[config.mk]
export PLATFORM = sky130hd
export DESIGN_NAME = input_debounce_bank
export DESIGN_NICKNAME = d
export VERILOG_FILES = /design/src/rtl/input_pkg.sv /design/src/rtl/input_debounce_ch.sv /design/src/rtl/input_debounce_bank.sv
export SDC_FILE = /design/constraint.sdc
export NUM_CORES = 1
export LEC_CHECK = 0
export ABC_AREA = 1
export CORE_UTILIZATION = 35
export CTS_BUF_LIST = sky130_fd_sc_hd__clkbuf_16
export DETAILED_ROUTE_END_ITERATION = 6
export GPL_ROUTABILITY_DRIVEN = 0
export SLEW_MARGIN = 20
export SYNTH_ARGS = -nofsm -noshare
export SYNTH_HDL_FRONTEND = slang
export SYNTH_SLANG_ARGS = --single-unit
[constraint.sdc]
create_clock -name CLK -period 1.5 [get_ports CLK]
set_clock_uncertainty 0.15 [all_clocks]
set_input_delay 0.3 -clock CLK [delete_from_list [all_inputs] [get_ports CLK]]
set_output_delay 0.3 -clock CLK [all_outputs]
set_load 0.02 [all_outputs]
[src/rtl/input_pkg.sv]
// Shared definitions for the push-button debounce bank: state encoding and
// default timing constants for the 24.4 kHz user-input clock domain.
package input_pkg;

    localparam logic [1:0] IDLE     = 2'd0;
    localparam logic [1:0] QUAL     = 2'd1;
    localparam logic [1:0] HELD     = 2'd2;
    localparam logic [1:0] REL_QUAL = 2'd3;

    typedef enum logic [1:0] {
        S_IDLE     = IDLE,
        S_QUAL     = QUAL,
        S_HELD     = HELD,
        S_REL_QUAL = REL_QUAL
    } state_e;

    // ~0.25 s qualification, ~0.5 s to first repeat, ~0.1 s repeat period
    localparam int unsigned DEF_DEBOUNCE_CYCLES = 6100;
    localparam int unsigned DEF_REPEAT_DELAY    = 12200;
    localparam int unsigned DEF_REPEAT_PERIOD   = 2440;

    function automatic int unsigned max_u(input int unsigned a, input int unsigned b);
        return (a > b) ? a : b;
    endfunction

endpackage

[src/rtl/input_debounce_ch.sv]
// One button channel: two-flop synchroniser, press/release qualification FSM
// and optional auto-repeat, all outputs registered.
module input_debounce_ch
    import input_pkg::*;
#(
    parameter int unsigned DEBOUNCE_CYCLES = DEF_DEBOUNCE_CYCLES,
    parameter int unsigned REPEAT_DELAY    = DEF_REPEAT_DELAY,
    parameter int unsigned REPEAT_PERIOD   = DEF_REPEAT_PERIOD,
    parameter bit          REPEAT_EN       = 1'b0
) (
    input  logic CLK,
    input  logic RESET,
    input  logic Btn,
    output logic Btn_pulse,
    output logic Btn_release,
    output logic Btn_level
);

    localparam int unsigned CNT_W = $clog2(DEBOUNCE_CYCLES + 1);
    localparam int unsigned RPT_W = $clog2(max_u(REPEAT_DELAY, REPEAT_PERIOD) + 1);

    localparam logic [CNT_W-1:0] CNT_LAST = CNT_W'(DEBOUNCE_CYCLES - 1);
    localparam logic [RPT_W-1:0] RPT_FIRST = RPT_W'(REPEAT_DELAY - 1);
    localparam logic [RPT_W-1:0] RPT_NEXT = RPT_W'(REPEAT_PERIOD - 1);

    state_e           r_state;
    logic [1:0]       r_sync;
    logic [CNT_W-1:0] r_cnt;
    logic [RPT_W-1:0] r_rpt;
    logic             r_pulse;
    logic             r_release;
    logic             r_level;
    logic             w_sync;

    assign w_sync = r_sync[1];

    always_ff @(posedge CLK) begin
        if (RESET) begin
            r_state   <= S_IDLE;
            r_sync    <= '0;
            r_cnt     <= '0;
            r_rpt     <= '0;
            r_pulse   <= 1'b0;
            r_release <= 1'b0;
            r_level   <= 1'b0;
        end else begin
            r_sync    <= {r_sync[0], Btn};
            r_pulse   <= 1'b0;
            r_release <= 1'b0;
            case (r_state)
                S_IDLE: begin
                    r_cnt <= '0;
                    if (w_sync) begin
                        r_state <= S_QUAL;
                    end
                end
                S_QUAL: begin
                    if (!w_sync) begin
                        r_state <= S_IDLE;
                    end else if (r_cnt == CNT_LAST) begin
                        r_state <= S_HELD;
                        r_pulse <= 1'b1;
                        r_level <= 1'b1;
                        r_rpt   <= RPT_FIRST;
                    end else begin
                        r_cnt <= r_cnt + CNT_W'(1);
                    end
                end
                S_HELD: begin
                    // rpt is left untouched on the way out so a bounce resumes the same schedule
                    if (!w_sync) begin
                        r_state <= S_REL_QUAL;
                        r_cnt   <= '0;
                    end else if (REPEAT_EN && (r_rpt == '0)) begin
                        r_pulse <= 1'b1;
                        r_rpt   <= RPT_NEXT;
                    end else if (r_rpt != '0) begin
                        r_rpt <= r_rpt - RPT_W'(1);
                    end
                end
                S_REL_QUAL: begin
                    if (w_sync) begin
                        r_state <= S_HELD;
                        r_cnt   <= '0;
                    end else if (r_cnt == CNT_LAST) begin
                        r_state   <= S_IDLE;
                        r_release <= 1'b1;
                        r_level   <= 1'b0;
                    end else begin
                        r_cnt <= r_cnt + CNT_W'(1);
                    end
                end
                default: r_state <= S_IDLE;
            endcase
        end
    end

    assign Btn_pulse   = r_pulse;
    assign Btn_release = r_release;
    assign Btn_level   = r_level;

endmodule

[src/rtl/input_debounce_bank.sv]
// Bank of independent debounced push-button channels with per-channel
// auto-repeat enable; feeds the board-cursor and menu logic.
module input_debounce_bank
    import input_pkg::*;
#(
    parameter int unsigned    N_CH            = 4,
    parameter int unsigned    DEBOUNCE_CYCLES = DEF_DEBOUNCE_CYCLES,
    parameter int unsigned    REPEAT_DELAY    = DEF_REPEAT_DELAY,
    parameter int unsigned    REPEAT_PERIOD   = DEF_REPEAT_PERIOD,
    parameter logic [N_CH-1:0] REPEAT_EN      = '0
) (
    input  logic            CLK,
    input  logic            RESET,
    input  logic [N_CH-1:0] Btn,
    output logic [N_CH-1:0] Btn_pulse,
    output logic [N_CH-1:0] Btn_release,
    output logic [N_CH-1:0] Btn_level
);

    for (genvar i = 0; i < N_CH; i++) begin : g_ch
        input_debounce_ch #(
            .DEBOUNCE_CYCLES (DEBOUNCE_CYCLES),
            .REPEAT_DELAY    (REPEAT_DELAY),
            .REPEAT_PERIOD   (REPEAT_PERIOD),
            .REPEAT_EN       (REPEAT_EN[i])
        ) u_ch (
            .CLK         (CLK),
            .RESET       (RESET),
            .Btn         (Btn[i]),
            .Btn_pulse   (Btn_pulse[i]),
            .Btn_release (Btn_release[i]),
            .Btn_level   (Btn_level[i])
        );
    end

endmodule

==> metrics.md <==
| Metric | Value |
|---|---|
| Outcome | complete, but fails checks |
| Failing checks | design-rule violations |
| Total grt overflow | 0 |
| Clk pin slew, worst setup/hold paths | 0.06 ns |
| Critical path class | reg2reg |
| CP endpoint kind | flop |
| CP required | 1.62 ns |
| # diodes | 0 |
| I/O pin cnt | 18 |
| Post-synth EDFFs | 0 |
| Top cell type's share of synthesized area | 38.1% |
| Avg Cell Area, Syn | 6.62 sq um |
| Most used cell along the critical path | nand2_1 |
| Final wirelength | 10,600 um |
| CTS Hold Bufs | 0 |
| Crit path max fanout | 5 |
| Clk buf depth | 2 |
| Final period util | 99.7% |
| Core ar. | 11,600 sq um |
| Number of synthesis warnings | 0 |
| Slew Limit Headroom | 75.3% |
| Largest net degree at the start of global routing | 14 |
| Post-synthesis sequential area ratio | 38.1% |
| Max Slew Vio Count | 0 |
| Routed wire length per instance | 12.2 um |
| Gr usage total | 17.2% |
| Pre-antenna DRT Iters | 7 |
| Die Area | 12,400 sq um |
| Post-synth net total | 645 |
| Slowest CP cell | dfxtp_1 |
| Vias | 4,258 |
| Max Cap Viol | 0 |
| Final setup margin | 0.00384 ns |
| HP Class | reg2reg |
| Die width | 112 um |
| Gate Count Post-Synth | 635 |
| PwrDens | 783 nW/um^2 |
| Top FF cell, synth | dfxtp_1 |
| LEAKAGE | 2.33 nW |
| First-pass GRT wire length | 17,600 um |
| Mapped Area | 4200 sq um |
| Ys async rst share | 0% |
| Worst path max stage delay | 0.39 ns |
| Number of global-route vias before repair | 4,061 |
| Yosys top cell by area | dfxtp_1 |
| Initial antenna violation count | 0 |
| Fmax | 668 MHz |
| Drt drc | 2 |
| Finished Layout Cells | 867 |
| Die H | 112 um |
| Initial DRC count | 190 |
| Critical path cell sequence | buf_4 -> nand4_1 -> nor2_4 -> nand2_1 -> nand2_1 -> nand3_2 -> a21oi_1 |
| Final HPWL from detailed placement | 7410 um |
| Drt via density | 4.91 |
| Layout cell share with drive strength beyond 1 | 31.4% |
| Top area cells in the synthesized netlist | dfxtp_1 (38%), nand2_1 (14%), nand3_1 (7.6%) |
| CTS HTree Levels | 3 |
| Maximum VDD drop | 0.495 mV |
| Layout area overhead | 37.2% |
| Netlist cell types | 41 |
| Clk_lat worst skew | 0.34 ns |
| CTS tree | done |
| #FFs+latches synth | 80 |
| Num CTS Buffers | 9 |
| CTS Sinks | 80 |
| ANT nets after route | 0 |
| Crit path arrival time | 1.62 ns |
| PnR Total Power | 4.51 mW |
| Rows | 39 |
| # setup viols final | 0 |
| Startpoint types | flop |
| Post-Place Cells | 848 |
| Worst slew pin tran | 0.368 ns |
| Initial core utilization | 36.3% |
| Final layout net count | 731 |
| RSZ-0062 raised after global routing | yes |
| Port bufs | 17 |
| Worst slack at placement | -0.212 ns |
| Hold Vio Cnt, Final | 0 |
| Shortest period the worst path allows | 1.50 ns |
| Root Buffer | clkbuf_16 |
## layout make-up
class | count | area [sq um]
fillers | 1108 | 5800
multi-input cells | 442 | 2530
flip-flops and latches | 80 | 1640
repair buffers | 101 | 828
inverters | 87 | 339
clock buffers | 9 | 225
well taps | 143 | 179
clock inverters | 5 | 26.3
## power by group
group	switching, mW	leakage, nW	total (mW)	internal, mW
sequential	0.0422	0.659	2.20	2.16
clock	0.847	0.130	1.94	1.09
combinational	0.215	1.55	0.373	0.158
## what timing repair did
item,in CTS,in global routing
gates cloned,0,0
setup buffers,1,4
pin swaps,15,41
endpoints found under the setup margin,45,64
resized for setup,44,124
## final timing paths
kind              cells after the start                          startpoint  slack [ns]                                  end
setup / recovery                      7  g_ch[2].u_ch.r_cnt[5]$_SDFFE_PP0P_       0.004  g_ch[2].u_ch.r_cnt[12]$_SDFFE_PP0P_
setup reg to reg                      7  g_ch[2].u_ch.r_cnt[5]$_SDFFE_PP0P_       0.004  g_ch[2].u_ch.r_cnt[12]$_SDFFE_PP0P_
hold / removal                        2   g_ch[2].u_ch.r_sync[0]$_SDFF_PP0_        0.24    g_ch[2].u_ch.r_sync[1]$_SDFF_PP0_
hold reg to reg                       2   g_ch[2].u_ch.r_sync[0]$_SDFF_PP0_        0.24    g_ch[2].u_ch.r_sync[1]$_SDFF_PP0_
## placed cells by master, fill, tap and decap left out, types with 14 or more instances in the layout
cell	instances
nand2_1	140
inv_1	76
buf_4	73
nor2_1	65
dfxtp_1	54
nand3_1	50
a21oi_1	32
dfxtp_2	25
nand4_1	17
nand2_2	14
## cells by family after synthesis
family	share of synthesized area, %
AO/OA/AOI/OAI	10.2
XOR/XNOR	0.834
adder cells (fa/ha/maj)	1.19
buffers and inverters	11.6
flip-flops	38.1
AND/OR/NAND/NOR	38.1
## layer usage
| layer | GRT usage, % | routed length [um] | up-vias |
|---|---|---|---|
| met4 | 5.68 | 144 | 0 |
| met3 | 4.95 | 334 | 10 |
| met1 | 20.9 | 4840 | 1987 |
| met5 | 0 | 0 | - |
| li1 | - | - | 2203 |
| met2 | 29.1 | 5260 | 58 |
## state kept, by name, indices dropped and copies added (netlist names), named ones only
name,cells
g_ch.u_ch.r_state,4
g_ch.u_ch.Btn_release,4
g_ch.u_ch.r_cnt,52
g_ch.u_ch.Btn_pulse,4
g_ch.u_ch.r_sync,8
g_ch.u_ch.Btn_level,4
## per-stage QoR
step           hold WS (ns)  TNS [ns]  utilization (%)  cell area, sq um
2_1_floorplan         0.238         0                -              4200
3_3_place_gp          0.243     -3.17             43.1              4980
3_5_place_dp          0.247     -4.33             43.1              4980
4_1_cts               0.256         0             46.1              5330
5_1_grt               0.261    -0.886             49.8              5760
6_report              0.245         0             49.8              5760
## cells in the mapped netlist, types with 3 or more instances
cell type and number:
ha_1 4, a31oi_1 3, inv_2 5, nand4_1 17, dfxtp_1 80, nor2_2 7
nor2_1 76, nand3_1 64, buf_4 12, o21ai_2 3, nand2_2 7, a21oi_1 42
buf_2 7, nand2_1 152, o21ai_0 21, nor3_1 18, clkbuf_1 4, inv_1 82
nor3b_1 4
## worst max-delay path, delay by kind of cell, from the launching register on
kind / cells / cell delay, ns
compound gates: 1 / 0.12
buf+inv: 1 / 0.15
flops: 1 / 0.39
simple gates: 5 / 0.62
(Power assumes the default switching activity.)
